## config.mk

```make
export PLATFORM = sky130hd
export DESIGN_NAME = st7735_spi_rx
export DESIGN_NICKNAME = d
export VERILOG_FILES = /design/src/rtl/st7735_spi_rx.sv
export SDC_FILE = /design/constraint.sdc
export NUM_CORES = 1
export LEC_CHECK = 0
export ABC_AREA = 1
export CORE_MARGIN = 1.5
export CORE_UTILIZATION = 55
export CTS_CLUSTER_SIZE = 25
export DETAILED_ROUTE_END_ITERATION = 16
export PLACE_DENSITY = 0.81
export SLEW_MARGIN = 20
export SYNTH_ARGS = -nofsm -noshare
export SYNTH_HDL_FRONTEND = slang
export SYNTH_SLANG_ARGS = --single-unit
```

## constraint.sdc

```tcl
create_clock -name SYSTEM_CLK -period 3 [get_ports SYSTEM_CLK]
set_input_delay 0.6 -clock SYSTEM_CLK [delete_from_list [all_inputs] [get_ports SYSTEM_CLK]]
set_output_delay 0.6 -clock SYSTEM_CLK [all_outputs]
set_load 0.1 [all_outputs]
```

## src/rtl/st7735_spi_rx.sv

```systemverilog
// st7735_spi_rx: oversampling ST7735 4-wire SPI receiver; decodes window/RAMWR/power commands into tagged RGB565 pixels.
// Optional sticky protocol-error detection is built when ST7735_RX_PROTO_ERR_EN is defined.
module st7735_spi_rx #(
  parameter int COORD_W = 8,
  parameter int DEF_XE  = 127,
  parameter int DEF_YE  = 159
) (
  input  logic               SYSTEM_CLK,
  input  logic               RESET_N,
  input  logic               CS,
  input  logic               DC,
  input  logic               LCD_CLK,
  input  logic               MOSI,
  input  logic               LCD_RESET_N,
  output logic               BYTE_VALID,
  output logic [7:0]         BYTE,
  output logic               BYTE_DC,
  output logic               PIX_VALID,
  output logic [COORD_W-1:0] PIX_X,
  output logic [COORD_W-1:0] PIX_Y,
  output logic [15:0]        PIX_DATA,
  output logic               DISP_ON,
  output logic               SLEEP_OUT,
  output logic               PROTO_ERR
);
  typedef enum logic [2:0] {IDLE, CASET, RASET, RAMWR, SKIP} state_t;
  logic [1:0] cs_q, dc_q, clk_q, mosi_q, lrst_q;
  logic clk_d, rst, rise, pend, pend_dc, ph;
  logic [2:0] cnt;
  logic [7:0] sh, arg_hi, pix_hi;
  logic [1:0] idx;
  logic [COORD_W-1:0] xs, xe, ys, ye, px, py, st, val;
  state_t state;
  // Sync flops follow only the system reset so a panel reset does not stretch itself.
  always_ff @(posedge SYSTEM_CLK)
    if (!RESET_N) begin
      cs_q   <= 2'b11;
      dc_q   <= 2'b00;
      clk_q  <= 2'b00;
      mosi_q <= 2'b00;
      lrst_q <= 2'b11;
    end else begin
      cs_q   <= {cs_q[0], CS};
      dc_q   <= {dc_q[0], DC};
      clk_q  <= {clk_q[0], LCD_CLK};
      mosi_q <= {mosi_q[0], MOSI};
      lrst_q <= {lrst_q[0], LCD_RESET_N};
    end
  assign rst  = !RESET_N || !lrst_q[1];
  assign rise = clk_q[1] && !clk_d;
  assign val  = COORD_W'({arg_hi, BYTE});
  always_ff @(posedge SYSTEM_CLK)
    if (rst) begin
      clk_d      <= 1'b0;
      cnt        <= 3'd0;
      sh         <= 8'd0;
      pend       <= 1'b0;
      pend_dc    <= 1'b0;
      BYTE_VALID <= 1'b0;
      BYTE       <= 8'd0;
      BYTE_DC    <= 1'b0;
    end else begin
      clk_d      <= clk_q[1];
      BYTE_VALID <= pend;
      pend       <= 1'b0;
      if (pend) begin
        BYTE    <= sh;
        BYTE_DC <= pend_dc;
      end
      if (cs_q[1]) cnt <= 3'd0;
      else if (rise) begin
        sh  <= {sh[6:0], mosi_q[1]};
        cnt <= cnt + 3'd1;
        if (cnt == 3'd7) begin
          pend    <= 1'b1;
          pend_dc <= dc_q[1];
        end
      end
    end
  always_ff @(posedge SYSTEM_CLK)
    if (rst) begin
      state     <= IDLE;
      idx       <= 2'd0;
      arg_hi    <= 8'd0;
      st        <= '0;
      xs        <= '0;
      xe        <= COORD_W'(DEF_XE);
      ys        <= '0;
      ye        <= COORD_W'(DEF_YE);
      px        <= '0;
      py        <= '0;
      ph        <= 1'b0;
      pix_hi    <= 8'd0;
      PIX_VALID <= 1'b0;
      PIX_X     <= '0;
      PIX_Y     <= '0;
      PIX_DATA  <= 16'd0;
      DISP_ON   <= 1'b0;
      SLEEP_OUT <= 1'b0;
    end else begin
      PIX_VALID <= 1'b0;
      if (BYTE_VALID) begin
        if (!BYTE_DC) begin
          idx   <= 2'd0;
          state <= BYTE == 8'h2A ? CASET :
                   BYTE == 8'h2B ? RASET :
                   BYTE == 8'h2C ? RAMWR :
                   (BYTE == 8'h01 || BYTE == 8'h11 || BYTE == 8'h29 || BYTE == 8'h28) ? IDLE : SKIP;
          if (BYTE == 8'h2C) begin
            px <= xs;
            py <= ys;
            ph <= 1'b0;
          end
          if (BYTE == 8'h01) begin
            xs        <= '0;
            xe        <= COORD_W'(DEF_XE);
            ys        <= '0;
            ye        <= COORD_W'(DEF_YE);
            DISP_ON   <= 1'b0;
            SLEEP_OUT <= 1'b0;
          end
          if (BYTE == 8'h11) SLEEP_OUT <= 1'b1;
          if (BYTE == 8'h29) DISP_ON <= 1'b1;
          if (BYTE == 8'h28) DISP_ON <= 1'b0;
        end else if (state == CASET || state == RASET) begin
          idx <= idx + 2'd1;
          if (!idx[0]) arg_hi <= BYTE;
          if (idx == 2'd1) st <= val;
          if (idx == 2'd3) begin
            if (state == CASET) begin
              xs <= st;
              xe <= val;
            end else begin
              ys <= st;
              ye <= val;
            end
            state <= SKIP;
          end
        end else if (state == RAMWR) begin
          ph <= !ph;
          if (!ph) pix_hi <= BYTE;
          else begin
            PIX_VALID <= 1'b1;
            PIX_DATA  <= {pix_hi, BYTE};
            PIX_X     <= px;
            PIX_Y     <= py;
            // Raster walk inside the window; wraps only on exact equality with the end.
            if (px == xe) begin
              px <= xs;
              py <= (py == ye) ? ys : py + COORD_W'(1);
            end else px <= px + COORD_W'(1);
          end
        end
      end
    end
`ifdef ST7735_RX_PROTO_ERR_EN
  always_ff @(posedge SYSTEM_CLK)
    if (rst) PROTO_ERR <= 1'b0;
    else if ((cs_q[1] && cnt != 3'd0) ||
             (BYTE_VALID && BYTE_DC && state == IDLE) ||
             (BYTE_VALID && !BYTE_DC && (state == CASET || state == RASET) && idx != 2'd0) ||
             (BYTE_VALID && !BYTE_DC && state == RAMWR && ph))
      PROTO_ERR <= 1'b1;
`else
  assign PROTO_ERR = 1'b0;
`endif
endmodule

```

==> metrics.cfg <==
[synth]
async_flop_share_pct = 0
ys_types = 35
synth-simple-area-share_pct = 23.6
syn_inst = 789
avgSynthCellArea_um2 = 7.39
mappedNetlistNets = 802
synth_fa_ha_area_share_pct = 1.29
synth_top_family_by_area = simple AND/OR/NAND/NOR gates
synth_compound_area_share_pct = 16.1
ys_top_cells_by_area = dfxtp_1, nand2_1, a21oi_1, o21ai_0, nor2_1
yosysTopAreaCellShare_pct = 47.7
syn_area_um2 = 5830
synthTopCellsByCount = nand2_1, dfxtp_1, a21oi_1
synth-main-ff-cell = dfxtp_1
synth-xor-area-share_pct = 2.70
synth.area.mux_share_pct = 0
ys_ff_latch = 139
synth-seq-area-share_pct = 47.7
yosysMostFrequentCell = nand2_1
synth_edf_count = 0
ys_warn_count = 0
yosysTopAreaCell = dfxtp_1

[clocking]
htree_levels = 4
ctsHoldBuffers = 0
postCtsSetupBuffers = 0
cts-root-buf = clkbuf_8
cts-buffers-inserted = 17
tritoncts = done
clkSlewWorstSetupHoldPaths_ns = 0.06
cts_resized = 0
cts_sinks = 139
clock_latency_ns = 0.53
cts.path.max_buffers = 2

[place]
numPortBuffers = 51
place.gp.congestion = 0.858
dp_hpwl_um = 8800

[critical_path]
reg2regPathDepth = 10
cp.arrival_ns = 2.61
worstSetupPathType = reg2reg
end_kind = flip-flop
path_max_fanout = 34
cp.required_ns = 3.41
crit_path_start_kind = flip-flop

[layout]
syn2layout_area_growth_pct = 16.6
largest-register = PIX_DATA
largest_reg_flops = 16
nets = 836
n_fill_cell = 848
drive_above_1_share_pct = 12.0
num_antenna_cells = 0

[sta]
drv_slew = 0
setup_tns_ns = 0
clock_skew_ns = 0.00759
clock.fmax_mhz = 455
setup_viol = 0
max_slew_margin_pct = 51.6
layout_min_cycle_time_ns = 2.20
hold_viol = 0
rsz0062_at_grt = no
period_share_pct = 73.3
max_slew.worst_pin.slew_ns = 0.725
holdWs_ns = 0.403

[floorplan]
io_pins = 53
die_w_um = 106
die-area_um2 = 11200
start_util_pct = 56.5
die_h_um = 106
core-area_um2 = 10300
rows = 37

[routing]
drc = 0
wl_per_cell_um = 13.7
drt.antenna.violating_nets = 0
viasPerCell = 5.35
drt_pass1_iterations = 5
drtIter0Drc = 340
wl_um = 13400
num_vias = 5198

[global_route]
grt_pass1_wl_um = 22100
grt_use_total_pct = 24.7
grt_max_degree = 92
overflow = 0
antenna_found_initial = 0
grt_pass1_vias = 4674

[pwr]
internal_power_uw = 2990
combPwrFrac_pct = 1.8
p_seq_share_pct = 47.8
p_sw_share_pct = 22.9
p_sw_uw = 890
p_clk_share_pct = 50.4
leakagePower_uw = 0.00301
ir_worst_vdd_mv = 0.342
power_density_nw_per_um2 = 571

[min_path]
worstHoldPathCells = 2
hp-class = reg2reg

[job]
cap_violations = 0

[outcome]
outcome = finished, final reports clean

## cell usage in the layout, fill, tap and decap left out, types with 2 or more instances in the layout
cell type | netlist | routed
ha_1 | 6 | 6
clkdlybuf4s50_1 | 0 | 6
nand3_1 | 48 | 48
xnor2_1 | 11 | 11
nand4_1 | 2 | 2
o22ai_1 | 6 | 6
inv_2 | 2 | 3
nor2_1 | 81 | 81
nand2_1 | 183 | 183
o211ai_1 | 8 | 8
clkinv_4 | 0 | 3
nor3_2 | 3 | 3
inv_1 | 75 | 75
inv_6 | 0 | 6
buf_4 | 3 | 48
a21boi_0 | 5 | 5
dfxtp_1 | 139 | 139
clkinvlp_4 | 0 | 3
xor2_1 | 7 | 7
o21ai_0 | 70 | 70
nand2_2 | 7 | 7
a21oi_1 | 83 | 83
clkbuf_16 | 0 | 16
## worst paths after layout
kind / startpoint / endpoint / slack [ns]
min reg2reg: cs_q[0]$_SDFF_PN1_ / cs_q[1]$_SDFF_PN1_ / 0.40
max: BYTE_DC$_SDFFE_PP0P_ / ye[4]$_SDFFE_PP1P_ / 0.80
max reg2reg: BYTE_DC$_SDFFE_PP0P_ / ye[4]$_SDFFE_PP1P_ / 0.80
min: cs_q[0]$_SDFF_PN1_ / cs_q[1]$_SDFF_PN1_ / 0.40
## area by class of cell
| class | instances | area, um2 | share of cell area [%] |
|---|---|---|---|
| Clock buffer | 18 | 418 | 6.15 |
| Sequential cell | 139 | 2780 | 40.9 |
| Tap cell | 136 | 170 | 2.50 |
| Clock inverter | 14 | 136 | 2.01 |
| Multi-Input combinational cell | 531 | 2550 | 37.5 |
| Inverter | 79 | 299 | 4.40 |
| Timing Repair Buffer | 55 | 440 | 6.48 |
## kinds of logic (layout without fill, tap and decap cells)
family	Yosys count	after routing
XOR/XNOR	18	18
adder cells (fa/ha/maj)	6	6
AND/OR/NAND/NOR	331	331
other	1	1
flip-flops	139	139
buffers and inverters	119	166
AO/OA/AOI/OAI	175	175
## critical path, cell delays in order (launching register included)
cell	delay, ns
dfxtp_1	0.43
buf_4	0.40
nand2_1	0.12
inv_1	0.12
nand2_1	0.11
nand2_1	0.07
inv_1	0.08
nand2_1	0.29
inv_1	0.20
o22ai_1	0.17
nand2_1	0.08
## power by group through the flow
stage / Clock, uW / Sequential (uW) / Combinational [uW]
floorplan: 0 / 1900 / 48.7
finish: 1960 / 1860 / 68.3
global placement: 0 / 1900 / 67.1
CTS: 1970 / 1860 / 68.9
detailed placement: 0 / 1900 / 68.2
global route: 2060 / 1860 / 76.5
## stage by stage
step | worst slack (ns) | util (%) | cell area (um2) | std cells | total power (uW)
floorplan | 0.726 | - | 5830 | 789 | 1940
global placement | 0.674 | 60.5 | 6240 | 940 | 1960
detailed placement | 0.572 | 60.5 | 6240 | 940 | 1970
CTS | 0.799 | 65.9 | 6800 | 972 | 3900
global route | 0.651 | 65.9 | 6800 | 972 | 3990
finish | 0.801 | 65.9 | 6800 | 972 | 3880
## metal layers
metal / part of all wire, % / vias to the layer above / wire [um] / GRT usage, %
met3: 5.7 / 26 / 760 / 5.64
met4: 2.1 / 0 / 278 / 9.17
met2: 48 / 161 / 6480 / 41.1
li1: - / 2609 / - / -
met5: 0 / - / 0 / 0
met1: 44 / 2402 / 5840 / 31.2
(Power assumes the default switching activity.)
